===== src/rtl/riscv_multicycle_control_if.sv =====
// Control bus between the multi-cycle sequencer and the shared datapath/memory.
// The sequencer is the master; the datapath and memory side is the slave.
interface riscv_multicycle_control_if;
   logic [6:0] Opcode;
   logic       Zero;
   logic       Mem_ready;
   logic       PC_Write;
   logic       PC_src;
   logic       IR_Write;
   logic       I_or_D;
   logic       Mem_Read;
   logic       Mem_Write;
   logic       Mem_to_Reg;
   logic       Reg_Write;
   logic       ALU_src;
   logic       Branch;
   logic [1:0] ALU_op;
   logic [2:0] State;
   logic       Error;

   modport master (
      input  Opcode, Zero, Mem_ready,
      output PC_Write, PC_src, IR_Write, I_or_D, Mem_Read, Mem_Write,
             Mem_to_Reg, Reg_Write, ALU_src, Branch, ALU_op, State, Error
   );

   modport slave (
      output Opcode, Zero, Mem_ready,
      input  PC_Write, PC_src, IR_Write, I_or_D, Mem_Read, Mem_Write,
             Mem_to_Reg, Reg_Write, ALU_src, Branch, ALU_op, State, Error
   );
endinterface


===== src/rtl/riscv_multicycle_control.sv =====
// Multi-cycle RISC-V control FSM: FETCH/DECODE/EXEC/MEM/WB over one shared memory,
// with a memory-wait timeout and illegal-opcode detection into a sticky TRAP.
module riscv_multicycle_control #(
   parameter int TIMEOUT = 15
) (
   input logic                           clk,
   input logic                           reset,
   riscv_multicycle_control_if.master    bus
);

   typedef enum logic [2:0] {
      S_FETCH  = 3'd0,
      S_DECODE = 3'd1,
      S_EXEC   = 3'd2,
      S_MEM    = 3'd3,
      S_WB     = 3'd4,
      S_TRAP   = 3'd7
   } state_t;

   localparam logic [6:0] OP_R      = 7'b0110011;
   localparam logic [6:0] OP_I      = 7'b0010011;
   localparam logic [6:0] OP_LOAD   = 7'b0000011;
   localparam logic [6:0] OP_STORE  = 7'b0100011;
   localparam logic [6:0] OP_BRANCH = 7'b1100011;
   localparam logic [3:0] CNT_LAST  = 4'(TIMEOUT - 1);

   state_t     state, state_next;
   logic [6:0] opcode_q;
   logic [3:0] wait_cnt;
   logic       error_q;

   logic       pc_write, pc_src, ir_write, i_or_d, mem_read, mem_write;
   logic       mem_to_reg, reg_write, alu_src, branch;
   logic [1:0] alu_op;

   always_ff @(posedge clk or posedge reset) begin
      if (reset) begin
         state    <= S_FETCH;
         opcode_q <= '0;
         wait_cnt <= '0;
         error_q  <= 1'b0;
      end else begin
         state <= state_next;
         if (state == S_DECODE)
            opcode_q <= bus.Opcode;
         // Any state change clears the counter, so FETCH/MEM always start from zero.
         if (state_next != state)
            wait_cnt <= '0;
         else if ((state == S_FETCH || state == S_MEM) && !bus.Mem_ready)
            wait_cnt <= wait_cnt + 4'd1;
         if (state_next == S_TRAP)
            error_q <= 1'b1;
      end
   end

   always_comb begin
      state_next = state;
      pc_write   = 1'b0;
      pc_src     = 1'b0;
      ir_write   = 1'b0;
      i_or_d     = 1'b0;
      mem_read   = 1'b0;
      mem_write  = 1'b0;
      mem_to_reg = 1'b0;
      reg_write  = 1'b0;
      alu_src    = 1'b0;
      branch     = 1'b0;
      alu_op     = 2'b00;
      case (state)
         S_FETCH: begin
            mem_read = 1'b1;
            if (bus.Mem_ready) begin
               ir_write   = 1'b1;
               pc_write   = 1'b1;
               state_next = S_DECODE;
            end else if (wait_cnt == CNT_LAST) begin
               state_next = S_TRAP;
            end
         end
         S_DECODE: begin
            case (bus.Opcode)
               OP_R, OP_I, OP_LOAD, OP_STORE, OP_BRANCH: state_next = S_EXEC;
               default:                                  state_next = S_TRAP;
            endcase
         end
         S_EXEC: begin
            case (opcode_q)
               OP_R: begin
                  alu_op     = 2'b10;
                  state_next = S_WB;
               end
               OP_I: begin
                  alu_op     = 2'b10;
                  alu_src    = 1'b1;
                  state_next = S_WB;
               end
               OP_LOAD, OP_STORE: begin
                  alu_src    = 1'b1;
                  state_next = S_MEM;
               end
               OP_BRANCH: begin
                  alu_op     = 2'b01;
                  branch     = 1'b1;
                  pc_write   = bus.Zero;
                  pc_src     = bus.Zero;
                  state_next = S_FETCH;
               end
               default: state_next = S_TRAP;
            endcase
         end
         S_MEM: begin
            i_or_d    = 1'b1;
            mem_read  = (opcode_q == OP_LOAD);
            mem_write = (opcode_q == OP_STORE);
            if (bus.Mem_ready)
               state_next = (opcode_q == OP_LOAD) ? S_WB : S_FETCH;
            else if (wait_cnt == CNT_LAST)
               state_next = S_TRAP;
         end
         S_WB: begin
            reg_write  = 1'b1;
            mem_to_reg = (opcode_q == OP_LOAD);
            state_next = S_FETCH;
         end
         S_TRAP:  state_next = S_TRAP;
         default: state_next = S_TRAP;
      endcase
   end

   // Strobes are gated by reset so they drop the instant reset rises, not at the next edge.
   assign bus.PC_Write   = pc_write   & ~reset;
   assign bus.PC_src     = pc_src     & ~reset;
   assign bus.IR_Write   = ir_write   & ~reset;
   assign bus.I_or_D     = i_or_d     & ~reset;
   assign bus.Mem_Read   = mem_read   & ~reset;
   assign bus.Mem_Write  = mem_write  & ~reset;
   assign bus.Mem_to_Reg = mem_to_reg & ~reset;
   assign bus.Reg_Write  = reg_write  & ~reset;
   assign bus.ALU_src    = alu_src    & ~reset;
   assign bus.Branch     = branch     & ~reset;
   assign bus.ALU_op     = alu_op & {2{~reset}};
   assign bus.State      = state;
   assign bus.Error      = error_q;

endmodule

===== src/flat_wrapper.sv =====
// flat-port wrapper written by rule: the top's interface ports become plain ports
module riscv_multicycle_control_flat 
#(
   parameter int TIMEOUT = 15
)
  (clk, reset, bus_Opcode, bus_Zero, bus_Mem_ready, bus_PC_Write, bus_PC_src, bus_IR_Write, bus_I_or_D, bus_Mem_Read, bus_Mem_Write, bus_Mem_to_Reg, bus_Reg_Write, bus_ALU_src, bus_Branch, bus_ALU_op, bus_State, bus_Error);
  riscv_multicycle_control_if bus_i ();
  input logic clk;
  input logic reset;
  input wire logic [$bits(bus_i.Opcode)-1:0] bus_Opcode;
  input wire logic [$bits(bus_i.Zero)-1:0] bus_Zero;
  input wire logic [$bits(bus_i.Mem_ready)-1:0] bus_Mem_ready;
  output wire logic [$bits(bus_i.PC_Write)-1:0] bus_PC_Write;
  output wire logic [$bits(bus_i.PC_src)-1:0] bus_PC_src;
  output wire logic [$bits(bus_i.IR_Write)-1:0] bus_IR_Write;
  output wire logic [$bits(bus_i.I_or_D)-1:0] bus_I_or_D;
  output wire logic [$bits(bus_i.Mem_Read)-1:0] bus_Mem_Read;
  output wire logic [$bits(bus_i.Mem_Write)-1:0] bus_Mem_Write;
  output wire logic [$bits(bus_i.Mem_to_Reg)-1:0] bus_Mem_to_Reg;
  output wire logic [$bits(bus_i.Reg_Write)-1:0] bus_Reg_Write;
  output wire logic [$bits(bus_i.ALU_src)-1:0] bus_ALU_src;
  output wire logic [$bits(bus_i.Branch)-1:0] bus_Branch;
  output wire logic [$bits(bus_i.ALU_op)-1:0] bus_ALU_op;
  output wire logic [$bits(bus_i.State)-1:0] bus_State;
  output wire logic [$bits(bus_i.Error)-1:0] bus_Error;
  assign bus_i.Opcode = bus_Opcode;
  assign bus_i.Zero = bus_Zero;
  assign bus_i.Mem_ready = bus_Mem_ready;
  assign bus_PC_Write = bus_i.PC_Write;
  assign bus_PC_src = bus_i.PC_src;
  assign bus_IR_Write = bus_i.IR_Write;
  assign bus_I_or_D = bus_i.I_or_D;
  assign bus_Mem_Read = bus_i.Mem_Read;
  assign bus_Mem_Write = bus_i.Mem_Write;
  assign bus_Mem_to_Reg = bus_i.Mem_to_Reg;
  assign bus_Reg_Write = bus_i.Reg_Write;
  assign bus_ALU_src = bus_i.ALU_src;
  assign bus_Branch = bus_i.Branch;
  assign bus_ALU_op = bus_i.ALU_op;
  assign bus_State = bus_i.State;
  assign bus_Error = bus_i.Error;
  riscv_multicycle_control #(.TIMEOUT(TIMEOUT)) u_core (.clk(clk), .reset(reset), .bus(bus_i));
endmodule

===== config.mk =====
export PLATFORM = sky130hd
export DESIGN_NAME = riscv_multicycle_control_flat
export DESIGN_NICKNAME = d
export VERILOG_FILES = /design/src/rtl/riscv_multicycle_control_if.sv /design/src/rtl/riscv_multicycle_control.sv /design/src/flat_wrapper.sv
export SDC_FILE = /design/constraint.sdc
export NUM_CORES = 1
export LEC_CHECK = 0
export BUFFER_PORTS_ARGS = -buffer_cell sky130_fd_sc_hd__buf_2
export CAP_MARGIN = 0
export CORE_MARGIN = 2
export CORE_UTILIZATION = 50
export DETAILED_ROUTE_END_ITERATION = 7
export GPL_ROUTABILITY_DRIVEN = 0
export PLACE_DENSITY_LB_ADDON = 0.08
export SLEW_MARGIN = 10
export SYNTH_ARGS = -nofsm -noshare
export SYNTH_HDL_FRONTEND = slang
export SYNTH_SLANG_ARGS = --single-unit

===== constraint.sdc =====
create_clock -name clk -period 2.22 [get_ports clk]
set_input_delay 0.333 -clock clk [delete_from_list [all_inputs] [get_ports clk]]
set_output_delay 0.333 -clock clk [all_outputs]
set_load 0.02 [all_outputs]

==> results.py <==
metrics = {
    "route": {
        "drt-wirelength-per-cell_um": 13.0,
        "ant_nets": 0,
        "detail_route.drc_violations": 0,
        "vias_per_cell": 5.57,
        "first_pass_iters": 4,
        "drt-initial-drc-count": 11,
        "vias": 875,
        "totalWireLength_um": 2050,
    },
    "yosys": {
        "ys_ff_latch": 15,
        "synth_enable_flop_cells": 0,
        "cell_area_after_technology_mapping_um2": 931,
        "synthDistinctLibCells": 33,
        "synth.avg_cell_area_um2": 9.22,
        "synth_area_leaders": "dfrtp_1, mux2_2, nand2_1, buf_6, nor2_1",
        "dominant_register_cell_in_the_synthesized_netlist": "dfrtp_1",
        "synth-seq-area-share_pct": 40.3,
        "synthDominantCellAreaShare_pct": 40.3,
        "ys.warnings.count": 0,
        "async_reset_ff_share_pct": 100,
        "netlist.top_cell.by_area": "dfrtp_1",
        "synthCells": 101,
        "mappedNetlistNets": 114,
    },
    "setup_path": {
        "critPathKind": "flip-flop to primary output",
        "worst_ep_arrival_time_ns": 1.90,
        "timing.critical_path.slowest_stage_cell": "or4_4",
        "worst_endpoint_required_time_ns": 1.89,
        "crit_path_end_kind": "primary output",
        "cpLargestDelayFamily": "simple AND/OR/NAND/NOR gates",
        "largest_fanout_on_the_critical_path": 5,
        "worst_path_largest_cell_delay_ns": 0.43,
        "crit_path_cell_trace": "nand4bb_4 -> nand2b_4 -> or4_4 -> a211oi_2 -> buf_4",
        "crit_buf_inv": 1,
        "startpoint_type": "flip-flop",
        "r2r_slack_ns": 0.32,
    },
    "timing": {
        "post-route-worst-setup-slack_ns": -0.00880,
        "drv_slew": 0,
        "rsz0062_at_grt": "true",
        "fin_crit_ns": 2.23,
        "final_number_of_setup_violating_endpoints": 1,
        "fmax_mhz": 449,
        "hold_slack_ns": 0.174,
        "worst_slew_pin_slew_ns": 0.584,
        "min_period_over_period_pct": 100,
        "fin_skew_ns": 0.00376,
        "maxSlewHeadroom_pct": 61.0,
        "hold_violations": 0,
    },
    "worst_hold_path": {
        "timing.hold.worst.class": "input pin to asynchronous set/reset pin",
    },
    "power": {
        "total_leakage_power_nw": 0.559,
        "power.ir.vdd_worst_v": 0.000353,
        "cellPowerDensity_nw_per_um2": 380,
    },
    "clock_tree": {
        "numCtsBuffers": 3,
        "clk_transition_reported_paths_ns": 0.10,
        "clk_path_buf_depth": 2,
        "htree_levels": 1,
        "tritoncts": "built",
        "insertion_delay_of_the_later_clocked_pin_in_the_worst_skew_pair_ns": 0.29,
        "clock_sinks": 15,
        "ctsRootBufferMaster": "clkbuf_4",
    },
    "status": {
        "outcome": "finished, violations left",
        "violations": "negative setup slack",
    },
    "layout": {
        "n_fill_cell": 155,
        "diode_insertion_count_for_antenna_repair": 0,
        "final_layout_size_suffix_gt1_share_pct": 45.5,
        "finalNetCount": 146,
        "areaGrowthSynthToFinish_pct": 29.0,
    },
    "floorplanning": {
        "dieArea_um2": 2220,
        "die_height_um": 47.2,
        "die_width_um": 47.2,
        "top_level_ports": 27,
        "coreArea_um2": 1750,
        "start_util_pct": 53.3,
        "row_count": 15,
    },
    "place": {
        "place.detailed.hpwl_um": 1560,
        "port_buffers": 26,
        "dpl_worst_slack_ns": 0.169,
    },
    "global_routing": {
        "grt_start_max_net_pins": 16,
        "number_of_global_route_vias_before_repair": 694,
        "globalRoute.totalOverflow": 0,
        "first_pass_grt_wire_length_um": 3150,
        "grtUsageTotal_pct": 20.5,
        "grt_antenna_before_repair": 0,
    },
    "run": {
        "max_cap_violations": 0,
    },
}
synthesized netlist by cell type (2+ instances only):
cell      number
or4_1          2
o22a_2         2
or3_1          4
mux2_2         7
o22ai_1        2
nor2b_1        2
a211o_1        2
clkbuf_1       3
nand2b_1       2
dfrtp_1       15
nor3_1         5
o21ai_0        5
inv_1          5
buf_6          3
nand2_1       10
nor2_1         7
nand3_1        2
a21oi_1        5
ha_1           2
nor4b_1        2
or2_2          2
final timing paths:
check,start,end,cells past startpoint
max,u_core.opcode_q[2],bus_Mem_Read,5
min,reset,u_core.opcode_q[4],2
max reg2reg,u_core.bus.State[1],u_core.wait_cnt[3],5
min reg2reg,u_core.bus.Error,u_core.bus.Error,1
max in group asynchronous,reset,u_core.wait_cnt[2],2
min in group clk,bus_Opcode[4],u_core.opcode_q[4],3
repair_timing:
item	in CTS	in global routing
buffers inserted	2	1
hold buffers	0	0
setup endpoints to repair	4	4
pin swaps	1	2
resized for setup	7	2
final cells by class:
| cell class | count | area [um2] | share of cell area (%) |
|---|---|---|---|
| clock buffer | 3 | 22.5 | 1.88 |
| inverter | 5 | 18.8 | 1.56 |
| multi-input combinational | 75 | 561 | 46.7 |
| clock inverter | 1 | 5.00 | 0.417 |
| timing repair buffer | 33 | 188 | 15.6 |
| tap | 25 | 31.3 | 2.60 |
| sequential | 15 | 375 | 31.3 |
sequential cells by signal (all words and copies together) (netlist names):
register          flops
u_core.bus.State      3
u_core.wait_cnt       4
u_core.bus.Error      1
u_core.opcode_q       7
layer usage:
layer	wire length, um	global-route usage, %
met1	891	26.2
met4	27	8.33
met5	0	0
met2	1010	34.5
met3	114	3.46
through the flow:
stage	utilization (%)	TNS, ns	total power [mW]	instances	area, um2
floorplan	-	-0.0286	0.288	101	953
global placement	63.0	0	0.300	150	1100
detailed placement	63.0	0	0.301	150	1100
CTS	67.8	0	0.460	156	1180
global route	68.8	-0.0902	0.469	157	1200
finish	68.8	-0.00880	0.457	157	1200
cells by family after synthesis:
kind of cell	after synthesis	share of synthesized area [%]
fa+ha+maj	2	2.69
xor+xnor	1	0.941
compound gates	22	15.9
simple gates	43	24.9
flops	15	40.3
buf+inv	11	6.85
mux	7	8.47
placed cells by master (no fill, tap or decap), types with 2 or more instances in the layout:
cell	instances
o21ai_0	5
buf_4	9
o22ai_1	2
ha_1	2
nand3_1	2
nand2_1	10
or2_2	2
buf_2	24
or3_4	2
nor2_1	6
nor3_1	4
a21oi_1	4
clkbuf_4	3
nor2b_1	2
mux2_2	7
inv_1	5
o22a_2	2
dfrtp_1	15
a211o_1	2
or3_1	2
or4_4	2
power breakdown:
| part | switching (mW) | total, mW | internal [mW] |
|---|---|---|---|
| combinational | 0.0134 | 0.0222 | 0.00880 |
| clock | 0.0948 | 0.162 | 0.0670 |
| sequential | 0 | 0.273 | 0.273 |
Note: power is estimated with default switching activity, not from simulation.
